**src/rtl/jt6295_rom_sched.sv**
```systemverilog
// Four-voice ROM fetch scheduler for the JT6295 ADPCM core.
// It rotates a voice slot on every cen_sr4 pulse and fetches one ROM byte in each busy voice's slot.
// It delivers one nibble per fetch to the decoder and keeps each voice's address, end address and busy state.
module jt6295_rom_sched #(
    parameter int unsigned AW = 18
) (
    input  logic          clk,
    input  logic          rst_n,
    input  logic          cen_sr4,
    input  logic          cen_sr,
    input  logic [3:0]    start,
    input  logic [3:0]    stop,
    input  logic [AW-1:0] start_addr,
    input  logic [AW-1:0] end_addr,
    output logic [AW-1:0] rom_addr,
    output logic          rom_cs,
    input  logic          rom_ok,
    input  logic [7:0]    rom_data,
    output logic [3:0]    nib,
    output logic [1:0]    nib_ch,
    output logic          nib_valid,
    output logic          nib_miss,
    output logic [3:0]    busy,
    output logic [3:0]    done
);

    localparam int unsigned NV = 4;
    localparam int unsigned CW = AW + 1;

    typedef enum logic [1:0] {
        S_IDLE,
        S_WAIT,
        S_OUT
    } state_t;

    state_t        st;
    logic [1:0]    slot;
    logic [1:0]    ch;
    logic          miss;
    logic [CW-1:0] cur   [NV];
    logic [AW-1:0] end_q [NV];

    logic [1:0]    slot_nxt;
    logic [CW-1:0] cur_ch;
    logic          hit_end;
    logic          fetch_end;
    logic          deliver;

    // Next slot index and per-fetch decode of the active voice
    always_comb begin
        slot_nxt  = cen_sr ? 2'd0 : slot + 2'd1;
        cur_ch    = cur[ch];
        hit_end   = cur_ch[0] && (cur_ch[CW-1:1] == end_q[ch]);
        fetch_end = (st == S_WAIT) && rom_ok;
        deliver   = busy[ch] && !stop[ch];
    end

    // Slot rotation, shared fetch FSM and per-voice state
    always_ff @(posedge clk or negedge rst_n) begin
        if (!rst_n) begin
            slot      <= 2'd0;
            ch        <= 2'd0;
            st        <= S_IDLE;
            miss      <= 1'b0;
            rom_cs    <= 1'b0;
            rom_addr  <= '0;
            nib       <= 4'd0;
            nib_ch    <= 2'd0;
            nib_valid <= 1'b0;
            nib_miss  <= 1'b0;
            busy      <= 4'd0;
            done      <= 4'd0;
            for (int i = 0; i < int'(NV); i++) begin
                cur[i]   <= '0;
                end_q[i] <= '0;
            end
        end else begin
            nib_valid <= 1'b0;
            nib_miss  <= 1'b0;
            done      <= 4'd0;

            if (cen_sr4) begin
                slot <= slot_nxt;
            end

            case (st)
                S_IDLE: begin
                    // The slot tested is the one loaded by this pulse
                    if (cen_sr4 && busy[slot_nxt]) begin
                        ch       <= slot_nxt;
                        rom_addr <= cur[slot_nxt][CW-1:1];
                        rom_cs   <= 1'b1;
                        miss     <= 1'b0;
                        st       <= S_WAIT;
                    end
                end
                S_WAIT: begin
                    // A slot pulse arriving mid-fetch is lost; flag the late nibble
                    if (cen_sr4) begin
                        miss <= 1'b1;
                    end
                    if (rom_ok) begin
                        rom_cs    <= 1'b0;
                        nib       <= cur_ch[0] ? rom_data[3:0] : rom_data[7:4];
                        nib_ch    <= ch;
                        nib_valid <= deliver;
                        nib_miss  <= deliver && (miss || cen_sr4);
                        if (deliver && hit_end) begin
                            done[ch] <= 1'b1;
                        end
                        cur[ch] <= cur_ch + CW'(1);
                        st      <= S_OUT;
                    end
                end
                S_OUT: begin
                    st <= S_IDLE;
                end
                default: begin
                    st <= S_IDLE;
                end
            endcase

            // Stop beats start; start only loads an idle voice; natural end clears busy
            for (int i = 0; i < int'(NV); i++) begin
                if (stop[i]) begin
                    busy[i] <= 1'b0;
                end else if (start[i] && !busy[i]) begin
                    busy[i]  <= 1'b1;
                    cur[i]   <= {start_addr, 1'b0};
                    end_q[i] <= end_addr;
                end else if (fetch_end && deliver && hit_end && (ch == 2'(i))) begin
                    busy[i] <= 1'b0;
                end
            end
        end
    end

endmodule

```
**config.mk**
```make
export PLATFORM = sky130hd
export DESIGN_NAME = jt6295_rom_sched
export DESIGN_NICKNAME = d
export VERILOG_FILES = /design/src/rtl/jt6295_rom_sched.sv
export SDC_FILE = /design/constraint.sdc
export NUM_CORES = 1
export LEC_CHECK = 0
export BUFFER_PORTS_ARGS = -buffer_cell sky130_fd_sc_hd__buf_4
export CAP_MARGIN = 30
export CORE_MARGIN = 3
export CORE_UTILIZATION = 40
export CTS_CLUSTER_DIAMETER = 50
export DETAILED_ROUTE_END_ITERATION = 10
export PLACE_DENSITY = 0.6
export SLEW_MARGIN = 0
export SYNTH_ARGS = -nofsm -noshare
export SYNTH_HDL_FRONTEND = slang
export SYNTH_SLANG_ARGS = --single-unit
```
**constraint.sdc**
```tcl
create_clock -name clk -period 2.8 [get_ports clk]
set_clock_uncertainty 0.05 [all_clocks]
set_input_delay 0.14 -clock clk [delete_from_list [all_inputs] [get_ports clk]]
set_output_delay 0.14 -clock clk [all_outputs]
set_load 0.1 [all_outputs]
```
# After elaboration in Yosys (flattened, before gate mapping)
# Index checks and enable logic that the tools add are counted.
# classes
n_addsub	2
bitwise	6
n_eq_ne	8
n_lt_le_gt_ge	6
muxes	60
n_reduce_logical	40
# op_table
cell	n
$mux W19	13
$mux W76	2
$bmux W19 S2	2
$bwmux W76	1
$demux W19 S2	1
$bmux W18 S2	1
$mux W18	2
$mux W1	24
$add A19 B1 Y19 const B	1
$eq A18 B18 Y1	1
$logic_and A1 B1 Y1	18
$mux W4	4
$reduce_and A2 Y1	7
$reduce_bool A3 Y1	4
$bmux W1 S2	3
$ge A3 B3 Y1 const B	2
$lt A2 B3 Y1 const B	2
$mux W2	3
$ne A2 B2 Y1 const B	3
$not A2 Y3	2
$reduce_and A3 Y1	2
$logic_not A1 Y1	5
$eq A2 B1 Y1 const B	2
$eq A2 B2 Y1 const B	2
10 further kinds	15
# word_totals
register_bits	190
out_inout_bits	35

# Depth between registers and ports, before layout
# Gate-level depths: netlist (run 1).
# depth
depth_word	11
depth_mapped	12
ltp_nobuf	7

# Worst setup path before layout (run 1)
# No wires, ideal clock.
# synth_timing
kind	register -> register
from	reg ch[1]
to	reg cur[33] (netlist name)
synth_period_minus_slack_ps	3012
t_required_ps	2674
setup_ps	76
slack_ps	-212
path_stages_with_launch	13
t_arrival_ps	2885
cell_sequence	dfrtp_1 buf_2 buf_4 buf_4 mux4_2 clkbuf_1 ha_1 nand3_2 or2_1 clkbuf_2 or4_4 and3_1 o21ai_1
# synth_via
elab_chain_len	10
elab_cells_between_ends	15
cone_classes	add/sub (1); order compare (2); mux (10); bitwise (1); reduce/logical (1)
# synth_lines
item	line	source
start: declaration	38	logic [1:0] ch;
start signal: assignment	90	ch <= slot_nxt;
$not A2 Y3 (implied by the code) (*)	52, 111	
$bmux W19 S2, or another cell as far along	52	cur_ch = cur[ch];
$mux W19 (implied by the code) / $logic_and A1 B1 Y1 (equally long branches)	52, 111	
$mux W19 (on tied branches)	52, 111	
$add A19 B1 Y19 / $demux W19 S2 (equally long branches)	111	cur[ch] <= cur_ch + CW'(1);
$bwmux W76 (*)	111	
$mux W76 (*)	102	if (rom_ok) begin
$mux W76 (*)	86	case (st)
$mux W19	127	end else if (start[i] && !busy[i]) begin
$mux W19 (*)	125	if (stop[i]) begin
end signal: indexed assignment	111	
end signal: indexed assignment	129	cur[i] <= {start_addr, 1'b0};
end: declaration	40	logic [CW-1:0] cur [NV];
# Every way passes the cells marked *; elsewhere a longest branch is shown, timed or not. The select of a mux whose other input is x is not followed.
# A chain may end at the register's enable or synchronous reset.

# Worst setup path in the final report (run 1)
# layout_timing
from	reg ch[0]
to	reg cur[14] (netlist name)
# The elaborated chain is that of the path after synthesis.

==> flow_summary.html, run 1 <==
<table>
<tr><th>Metric</th><th>Value</th></tr>
<tr><th colspan="2">Cells and area</th></tr>
<tr><td>Signed area change from the synthesized netlist to the final layout</td><td>24.3%</td></tr>
<tr><td>Fin nets</td><td>about 1200</td></tr>
<tr><td>Antenna cells</td><td>0</td></tr>
<tr><td>Final cell count without fillers</td><td>approximately 1400</td></tr>
<tr><td>Share of post-route cells with drive strength above 1</td><td>a little under a quarter</td></tr>
<tr><th colspan="2">Yosys</th></tr>
<tr><td>Number of warnings issued by yosys</td><td>0</td></tr>
<tr><td>Post-synthesis sequential element count</td><td>190</td></tr>
<tr><td>Xor and xnor area share after synthesis</td><td>under 10%</td></tr>
<tr><td>Syn avg cell area</td><td>just under 10 sq um</td></tr>
<tr><td>Share of the synthesized area in the top cell type</td><td>~50%</td></tr>
<tr><td>Sequential share of the synthesized area</td><td>between 40% and 50%</td></tr>
<tr><td>Synthesized Nets</td><td>1035</td></tr>
<tr><td>Number of standard cells after synthesis</td><td>between 900 and 1000</td></tr>
<tr><td>Simple-Gate Fraction of Synth Area</td><td>about a fifth</td></tr>
<tr><td>Area share of fa/ha/maj cells after synthesis</td><td>less than 1%</td></tr>
<tr><td>EDFF count, synth</td><td>0</td></tr>
<tr><td>Post-synthesis cell type count</td><td>47</td></tr>
<tr><td>Synth Area in Compound Gates</td><td>~8.8%</td></tr>
<tr><td>Synth area leader</td><td>dfrtp_1</td></tr>
<tr><td>Most common cell in the synthesized netlist</td><td>nand2_1</td></tr>
<tr><td>Area of the mapped netlist</td><td>0.00968 sq mm</td></tr>
<tr><td>Share of flip-flops with an asynchronous set or reset after synthesis</td><td>100%</td></tr>
<tr><td>Main synth FF type</td><td>dfrtp_1</td></tr>
<tr><td>Combinational family with the most area after synthesis</td><td>simple AND/OR/NAND/NOR gates</td></tr>
<tr><td>Commonest cells post-synth</td><td>nand2_1 (298), dfrtp_1 (190), o21ai_0 (91), nor2_1 (60), mux4_2 (52)</td></tr>
<tr><td>Mux contribution to synthesized area</td><td>around 17%</td></tr>
<tr><td>Area contributors post-synth</td><td>dfrtp_1 (49%), mux4_2 (12%), nand2_1 (12%), o21ai_0 (4.7%), mux2_2 (2.6%)</td></tr>
<tr><th colspan="2">Clocking</th></tr>
<tr><td>Total number of H-tree levels</td><td>4</td></tr>
<tr><td>CTS root buf</td><td>clkbuf_16</td></tr>
<tr><td>Buffer depth of the longest clock path</td><td>2</td></tr>
<tr><td>Clock latency on the worst-skew pair</td><td>around 0.43 ns</td></tr>
<tr><td>Buffers inserted during post-CTS setup optimization</td><td>0</td></tr>
<tr><td>TritonCTS clock tree</td><td>done</td></tr>
<tr><td>TritonCTS Sinks</td><td>190</td></tr>
<tr><td>Clock transition at path regs</td><td>0.07 ns</td></tr>
<tr><td>Number of CTS-inserted buffers</td><td>17</td></tr>
<tr><th colspan="2">Timing</th></tr>
<tr><td>Fin crit period</td><td>~2.6 ns</td></tr>
<tr><td>Slew at the pin closest to its max-slew limit</td><td>approximately 0.9 ns</td></tr>
<tr><td>Aggregate negative setup slack</td><td>0 ns</td></tr>
<tr><td>Fin Hold WS</td><td>about 0.35 ns</td></tr>
<tr><td>Worst-case setup margin in the final layout</td><td>between 0.15 and 0.2 ns</td></tr>
<tr><td>Final Hold Violating Endpoints</td><td>0</td></tr>
<tr><td>Final worst-path cycle share</td><td>between 90 and 100%</td></tr>
<tr><td>Count of final setup violators</td><td>0</td></tr>
<tr><td>Slew Viols, Final</td><td>0</td></tr>
<tr><td>Relative slew slack</td><td>about two fifths</td></tr>
<tr><td>Unrepaired setup endpoints after global routing</td><td>no</td></tr>
<tr><td>Top achievable clock speed</td><td>378 MHz</td></tr>
<tr><th colspan="2">Global routing</th></tr>
<tr><td>GRT Total Usage</td><td>between 20% and 30%</td></tr>
<tr><td>Maximum number of pins on one net before global-route repair</td><td>between 100 and 150</td></tr>
<tr><td>Via count of the first global-routing pass</td><td>8017</td></tr>
<tr><td>Gr ovfl total</td><td>0</td></tr>
<tr><td>Global-route wire length before repair</td><td>46400 microns</td></tr>
<tr><td>Initial antenna violation count</td><td>0</td></tr>
<tr><th colspan="2">Power and ir drop</th></tr>
<tr><td>Pwr Total</td><td>12.6 mW</td></tr>
<tr><td>Worst supply voltage drop on vdd</td><td>about 580 uV</td></tr>
<tr><td>P_leak</td><td>~5.4 nW</td></tr>
<tr><td>Pwr Density</td><td>roughly 1000 mW/mm^2</td></tr>
<tr><th colspan="2">Worst setup path</th></tr>
<tr><td>Worst Setup Start Kind</td><td>flip-flop</td></tr>
<tr><td>Critical register-to-register path startpoint</td><td>ch[0]</td></tr>
<tr><td>Endpoint type of the worst setup path</td><td>flip-flop</td></tr>
<tr><td>Required time at the worst-slack endpoint</td><td>3.11 ns</td></tr>
<tr><td>Critical path class</td><td>reg2reg</td></tr>
<tr><td>Worst setup slack for register-to-register paths</td><td>about 0.15 ns</td></tr>
<tr><td>Cell depth of the worst flop-to-flop path</td><td>8</td></tr>
<tr><td>Largest fanout of any net on the critical path</td><td>18</td></tr>
<tr><td>Destination of the worst register-to-register timing path</td><td>cur[14]</td></tr>
<tr><td>Endpoint arrival time on the critical path</td><td>roughly 3.0 ns</td></tr>
<tr><th colspan="2">Die</th></tr>
<tr><td>Area of the die</td><td>0.0261 sq mm</td></tr>
<tr><td>Count of boundary I/O pins</td><td>92</td></tr>
<tr><td>Starting utilization of the core area</td><td>between 40% and 50%</td></tr>
<tr><td>Die Width</td><td>about 160 microns</td></tr>
<tr><td>Core Box Area</td><td>between 0.02 and 0.025 sq mm</td></tr>
<tr><td>Chip Height</td><td>around 160 microns</td></tr>
<tr><td>Rows</td><td>between 50 and 60</td></tr>
<tr><th colspan="2">Placement</th></tr>
<tr><td>Number of cells in the design after placement</td><td>between 1000 and 1500</td></tr>
<tr><td>Final estimated routing congestion in global placement</td><td>0.861</td></tr>
<tr><td>Number of buffers inserted by port buffering</td><td>91</td></tr>
<tr><td>Place WS</td><td>-0.00835 ns</td></tr>
<tr><td>Post-detailed-placement half-perimeter wirelength</td><td>around 19000 microns</td></tr>
<tr><th colspan="2">Worst hold path</th></tr>
<tr><td>Type of the worst min-delay path</td><td>in2async</td></tr>
<tr><th colspan="2">Detailed routing</th></tr>
<tr><td>Via count of the routed design</td><td>8009</td></tr>
<tr><td>Number of DRC markers in iteration 0</td><td>around 740</td></tr>
<tr><td>Number of nets still failing antenna checks after routing</td><td>0</td></tr>
<tr><td>Met3 wire len</td><td>2160 microns</td></tr>
<tr><td>M1 wire length</td><td>between 10000 and 15000 microns</td></tr>
<tr><td>Per-cell routed wire length</td><td>20.2 microns</td></tr>
<tr><td>Residual DRC count</td><td>0</td></tr>
<tr><td>Number of iterations in the first detailed-routing pass</td><td>7</td></tr>
<tr><td>Wire length on met2</td><td>between 10000 and 15000 microns</td></tr>
<tr><td>Average vias per placed instance</td><td>between 5 and 6</td></tr>
<tr><td>Detailed Route WL</td><td>between 20000 and 30000 microns</td></tr>
<tr><td>Uppermost metal layer occupied by signal nets</td><td>met4</td></tr>
<tr><th colspan="2">Run status</th></tr>
<tr><td>Result of the run</td><td>complete, no violations</td></tr>
<tr><th colspan="2">Run</th></tr>
<tr><td>Number of max-cap violations</td><td>0</td></tr>
</table>
cells by family after synthesis:
kind of cell / count (synthesis)
AND/OR/NAND/NOR: 438
AO/OA/AOI/OAI: 157
adder cells (fa/ha/maj): 1
XOR/XNOR: 32
buffers and inverters: 73
flip-flops: 190
multiplexers: 86
flip-flops by register name, indices dropped and copies added, names as in the netlist:
register,flops
slot,2
st,2
nib_ch,2
nib,4
nib_valid,1
nib_miss,1
miss,1
cur,76
ch,2
rom_addr,18
end_q,72
rom_cs,1
busy,4
done,4
per-layer routing:
| metal | GRT usage (%) | up-vias |
|---|---|---|
| met5 | 0 | - |
| met4 | 7.08 | 0 |
| met3 | 4.36 | 55 |
| met2 | 36.0 | 358 |
| met1 | 32.9 | 3956 |
| li1 | - | 3640 |
metrics by stage:
stage,area [sq um],utilization (%)
3_5_place_dp,10900,46.1
3_3_place_gp,10900,46.1
6_report,12000,50.9
4_1_cts,12000,51.0
5_1_grt,12000,50.9
2_1_floorplan,9680,-
how the worst max path moves through the flow:
stage	from	endpoint	slack, ns	cells after the start
final	ch[0]	cur[14]	0.15	8
after global routing	ch[0]	done[3]	0.01	8
after CTS	ch[1]	cur[37]	0.01	6
after detailed placement	ch[1]	cur[14]	-0.008	7
after global placement	ch[1]	cur[18]	0.08	6
after floorplan	ch[1]	cur[33]	0.004	12
report_power, final:
| group | switching, mW | internal (mW) | total [mW] | leakage (nW) |
|---|---|---|---|---|
| Sequential | 0.578 | 3.48 | 4.06 | 2.34 |
| Combinational | 3.65 | 2.35 | 6.00 | 2.73 |
| Clock | 1.07 | 1.47 | 2.54 | 0.302 |
| Total | 5.29 | 7.30 | 12.6 | 5.37 |
final cells by class:
class / instances / area [sq um]
clock buffer: 20 / 467
clock inverter: 10 / 136
fill: 2134 / 11600
inverter: 8 / 30.0
multi-input combinational: 714 / 4620
sequential: 190 / 4760
tap: 319 / 399
timing repair buffer: 187 / 1610
cell usage in the layout, fill, tap and decap left out, types with 4 or more instances in the layout:
| master | instances |
|---|---|
| xnor2_1 | 26 |
| o21ai_0 | 90 |
| a211oi_1 | 8 |
| nor2_1 | 57 |
| xor2_1 | 6 |
| nand3_1 | 7 |
| mux4_2 | 55 |
| a21oi_1 | 30 |
| clkinv_2 | 4 |
| mux2i_1 | 8 |
| nor3_1 | 8 |
| nand4_1 | 6 |
| or3_1 | 14 |
| inv_1 | 8 |
| dfrtp_1 | 188 |
| mux2_2 | 22 |
| and3_1 | 22 |
| nand2_1 | 298 |
| buf_12 | 5 |
| clkbuf_16 | 17 |
| clkbuf_8 | 4 |
| dlygate4sd3_1 | 55 |
| buf_4 | 126 |
| o21ai_1 | 13 |
| a31oi_1 | 4 |
critical path: stages (launching register included):
cell	delay [ns]
dfrtp_2	0.44
buf_12	0.18
mux4_2	0.35
ha_1	0.20
nand3_2	0.15
or2_1	0.34
or4_4	0.54
and3_1	0.18
o21ai_1	0.14
repair_timing:
action / 4_1_cts / 5_1_grt
hold endpoints to repair: 260 / 0
endpoints found under the setup margin: 0 / 30
resized for setup: 0 / 5
hold buffers: 55 / 0
Power figures use the tool's default switching activity.
==> run 2: changes to the inputs <==
Settings changed: PLACE_DENSITY 0.6 to 0.58.
Clock period 2.8 ns to 3.1 ns, I/O delays scaled along.
==> run 2 against run 1 <==
Against the previous run:
- combinational power fell by 12%
- worst setup slack gained 0.11 ns
- critical path depth shrank 2
- die area is the same
- global-route usage up 0.13 points
- flip-flop and latch count stayed put
- sequential power shrank 9.1%
- via count decreased by 0.99%
- critical endpoint is now cur[18]
- largest power group unchanged
==> flow_summary.html, run 2 (same netlist as run 1, synthesis figures left out) <==
<table>
<tr><th>Metric</th><th>Value</th></tr>
<tr><th colspan="2">Die</th></tr>
<tr><td>Core Box Area</td><td>0.0236 sq mm (unchanged)</td></tr>
<tr><td>Area of the die</td><td>0.0261 sq mm (unchanged)</td></tr>
<tr><td>Die Width</td><td>162 microns (unchanged)</td></tr>
<tr><td>Chip Height</td><td>162 microns (unchanged)</td></tr>
<tr><td>Rows</td><td>56 (unchanged)</td></tr>
<tr><td>Starting utilization of the core area</td><td>41.0% (unchanged)</td></tr>
<tr><td>Count of boundary I/O pins</td><td>92 (unchanged)</td></tr>
<tr><th colspan="2">Run</th></tr>
<tr><td>Number of max-cap violations</td><td>0 (unchanged)</td></tr>
<tr><th colspan="2">Worst setup path</th></tr>
<tr><td>Number of buffer and inverter instances along the worst setup path</td><td>0 (-1)</td></tr>
<tr><td>Largest fanout of any net on the critical path</td><td>25 (+7)</td></tr>
<tr><td>Critical path class</td><td>reg2reg</td></tr>
<tr><td>Worst setup slack for register-to-register paths</td><td>0.26 ns (+0.11 ns)</td></tr>
<tr><td>Worst-path cell chain</td><td>mux4_2 &gt; nand4_2 &gt; or3_1 &gt; or4_4 &gt; and3_1 &gt; o21ai_1</td></tr>
<tr><td>Largest stage delay on the critical path</td><td>0.73 ns (+0.19 ns)</td></tr>
<tr><td>Endpoint arrival time on the critical path</td><td>3.16 ns (+0.20 ns)</td></tr>
<tr><td>Critical register-to-register path startpoint</td><td>ch[1]</td></tr>
<tr><td>Beginning of the critical path</td><td>ch[1]</td></tr>
<tr><td>Capturing element of the worst setup path</td><td>cur[18]</td></tr>
<tr><td>Kind of cell with the highest combined delay on the critical path</td><td>simple AND/OR/NAND/NOR gates</td></tr>
<tr><td>Required time at the worst-slack endpoint</td><td>3.42 ns (+0.31 ns)</td></tr>
<tr><td>Worst Setup Start Kind</td><td>flip-flop</td></tr>
<tr><td>Levels on crit path</td><td>6 (-2)</td></tr>
<tr><td>Cell type of the slowest stage on the worst timing path</td><td>dfrtp_2</td></tr>
<tr><td>Cell depth of the worst flop-to-flop path</td><td>6 (-2)</td></tr>
<tr><td>Destination of the worst register-to-register timing path</td><td>cur[18]</td></tr>
<tr><td>Endpoint type of the worst setup path</td><td>flip-flop</td></tr>
<tr><th colspan="2">Global routing</th></tr>
<tr><td>Gr ovfl total</td><td>0 (unchanged)</td></tr>
<tr><td>Global-route wire length before repair</td><td>46700 microns (+0.47%)</td></tr>
<tr><td>Initial antenna violation count</td><td>0 (unchanged)</td></tr>
<tr><td>Via count of the first global-routing pass</td><td>8021 (+0.050%)</td></tr>
<tr><td>GRT Total Usage</td><td>23.2% (+0.13 points)</td></tr>
<tr><td>Maximum number of pins on one net before global-route repair</td><td>76 (-30%)</td></tr>
<tr><th colspan="2">Detailed routing</th></tr>
<tr><td>Residual DRC count</td><td>0 (unchanged)</td></tr>
<tr><td>Via count of the routed design</td><td>7930 (-0.99%)</td></tr>
<tr><td>Number of iterations in the first detailed-routing pass</td><td>5 (-2)</td></tr>
<tr><td>Number of DRC markers in iteration 0</td><td>689 (-7.1%)</td></tr>
<tr><td>Per-cell routed wire length</td><td>20.4 microns (+0.98%)</td></tr>
<tr><td>Average vias per placed instance</td><td>5.52 (-0.23%)</td></tr>
<tr><td>Uppermost metal layer occupied by signal nets</td><td>met4</td></tr>
<tr><td>Detailed Route WL</td><td>29300 microns (+0.22%)</td></tr>
<tr><td>Wire length on met2</td><td>13900 microns (+2.0%)</td></tr>
<tr><td>Number of nets still failing antenna checks after routing</td><td>0 (unchanged)</td></tr>
<tr><td>M1 wire length</td><td>12600 microns (-1.3%)</td></tr>
<tr><td>Met3 wire len</td><td>2030 microns (-5.8%)</td></tr>
<tr><th colspan="2">Cells and area</th></tr>
<tr><td>Commonest cells after routing, fill and taps aside</td><td>nand2_1 (298), dfrtp_1 (188), buf_4 (113)</td></tr>
<tr><td>Final Core Density</td><td>50.9% (about the same)</td></tr>
<tr><td>Fin nets</td><td>1163 (-1.1%)</td></tr>
<tr><td>Flip-flop count of the largest register, all copies and words added</td><td>76 (unchanged)</td></tr>
<tr><td>Signed area change from the synthesized netlist to the final layout</td><td>24.2% (about the same)</td></tr>
<tr><td>Final instance area</td><td>0.0120 sq mm (about the same)</td></tr>
<tr><td>Antenna cells</td><td>0 (unchanged)</td></tr>
<tr><td>Largest register by flop count</td><td>cur</td></tr>
<tr><td>Final cell count without fillers</td><td>1437 (-0.76%)</td></tr>
<tr><td>Share of post-route cells with drive strength above 1</td><td>21.6% (-1.1 points)</td></tr>
<tr><td>Leading cell type in the layout, fill and taps excluded</td><td>nand2_1</td></tr>
<tr><td>Largest registers in the final layout</td><td>cur: 76 flops, end_q: 72 flops, rom_addr: 18 flops</td></tr>
<tr><th colspan="2">Timing</th></tr>
<tr><td>Top achievable clock speed</td><td>352 MHz (-6.7%)</td></tr>
<tr><td>Fin crit period</td><td>2.84 ns (+0.191 ns)</td></tr>
<tr><td>Count of final setup violators</td><td>0 (unchanged)</td></tr>
<tr><td>Final worst-path cycle share</td><td>91.5% (-3.0 points)</td></tr>
<tr><td>Worst-case setup margin in the final layout</td><td>0.263 ns (+0.109 ns)</td></tr>
<tr><td>Fin Hold WS</td><td>0.238 ns (-0.113 ns)</td></tr>
<tr><td>Final Hold Violating Endpoints</td><td>0 (unchanged)</td></tr>
<tr><td>Aggregate negative setup slack</td><td>0 ns (unchanged)</td></tr>
<tr><td>Relative slew slack</td><td>36.3% (-2.5 points)</td></tr>
<tr><td>Unrepaired setup endpoints after global routing</td><td>no</td></tr>
<tr><td>Slew at the pin closest to its max-slew limit</td><td>0.956 ns (+0.0374 ns)</td></tr>
<tr><td>Slew Viols, Final</td><td>0 (unchanged)</td></tr>
<tr><th colspan="2">Clocking</th></tr>
<tr><td>CTS root buf</td><td>clkbuf_16</td></tr>
<tr><td>Post-cts repair resize count</td><td>0 (unchanged)</td></tr>
<tr><td>Buffers inserted during post-CTS setup optimization</td><td>0 (unchanged)</td></tr>
<tr><td>TritonCTS Sinks</td><td>190 (unchanged)</td></tr>
<tr><td>CTS Hold Buffers Added</td><td>55 (unchanged)</td></tr>
<tr><td>Number of CTS-inserted buffers</td><td>17 (unchanged)</td></tr>
<tr><td>Clock transition at path regs</td><td>0.07 ns (about the same)</td></tr>
<tr><td>Buffer depth of the longest clock path</td><td>2 (unchanged)</td></tr>
<tr><td>TritonCTS clock tree</td><td>done</td></tr>
<tr><td>Clock latency on the worst-skew pair</td><td>0.46 ns (+0.03 ns)</td></tr>
<tr><td>Total number of H-tree levels</td><td>4 (unchanged)</td></tr>
<tr><th colspan="2">Power and ir drop</th></tr>
<tr><td>P_leak</td><td>5.34 nW (-0.50%)</td></tr>
<tr><td>Worst supply voltage drop on vdd</td><td>577 uV (+0.35%)</td></tr>
<tr><td>Pwr Density</td><td>963 mW/mm^2 (-8.0%)</td></tr>
<tr><td>Pwr Total</td><td>11.6 mW (-8.1%)</td></tr>
<tr><th colspan="2">Placement</th></tr>
<tr><td>Final estimated routing congestion in global placement</td><td>0.854 (-0.78%)</td></tr>
<tr><td>Number of buffers inserted by port buffering</td><td>91 (unchanged)</td></tr>
<tr><td>Place WS</td><td>0.296 ns (+0.305 ns)</td></tr>
<tr><td>Number of cells in the design after placement</td><td>1350 (-0.95%)</td></tr>
<tr><td>Post-detailed-placement half-perimeter wirelength</td><td>19100 microns (+0.29%)</td></tr>
<tr><td>Placement Cell Area</td><td>0.0108 sq mm (-0.90%)</td></tr>
<tr><th colspan="2">Worst hold path</th></tr>
<tr><td>Type of the worst min-delay path</td><td>in2async</td></tr>
<tr><th colspan="2">Run status</th></tr>
<tr><td>Result of the run</td><td>complete, no violations</td></tr>
</table>
## run 2: how the worst min path moves through the flow
stage | start | to | slack [ns] | cells after the start
finish | rst_n | miss | 0.24 | 2
global route | rst_n | nib_valid | 0.31 | 2
CTS | rst_n | nib_miss | 0.26 | 2
detailed placement | rst_n | nib_miss | 0.17 | 1
global placement | rst_n | nib_miss | 0.17 | 1
floorplan | rst_n | busy[0] | -0.19 | 0
## run 2: area by class of cell
| type | instances | area (sq um) |
|---|---|---|
| sequential | 190 | 4760 |
| inverter | 8 | 30.0 |
| clock inverter | 12 | 229 |
| timing repair buffer | 174 | 1510 |
| clock buffer | 20 | 457 |
| multi-input combinational | 714 | 4630 |
| tap | 319 | 399 |
| fill | 2141 | 11600 |
## run 2: report_power, final
group / switching (mW) / total, mW / leakage (nW) / internal, mW
sequential: 0.552 / 3.69 / 2.34 / 3.14
clock: 1.01 / 2.58 / 0.324 / 1.56
combinational: 3.27 / 5.30 / 2.68 / 2.03
## run 2: worst register-to-register path, cell delays in order, from the launching register on
cell	delay (ns)
dfrtp_2	0.73
mux4_2	0.46
nand4_2	0.16
or3_1	0.47
or4_4	0.57
and3_1	0.20
o21ai_1	0.13
## run 2: layer usage
layer / GRT usage, % / vias to the layer above
li1: - / 3624
met3: 5.33 / 48
met1: 31.8 / 3955
met5: 0 / -
met2: 37.0 / 303
met4: 7.08 / 0
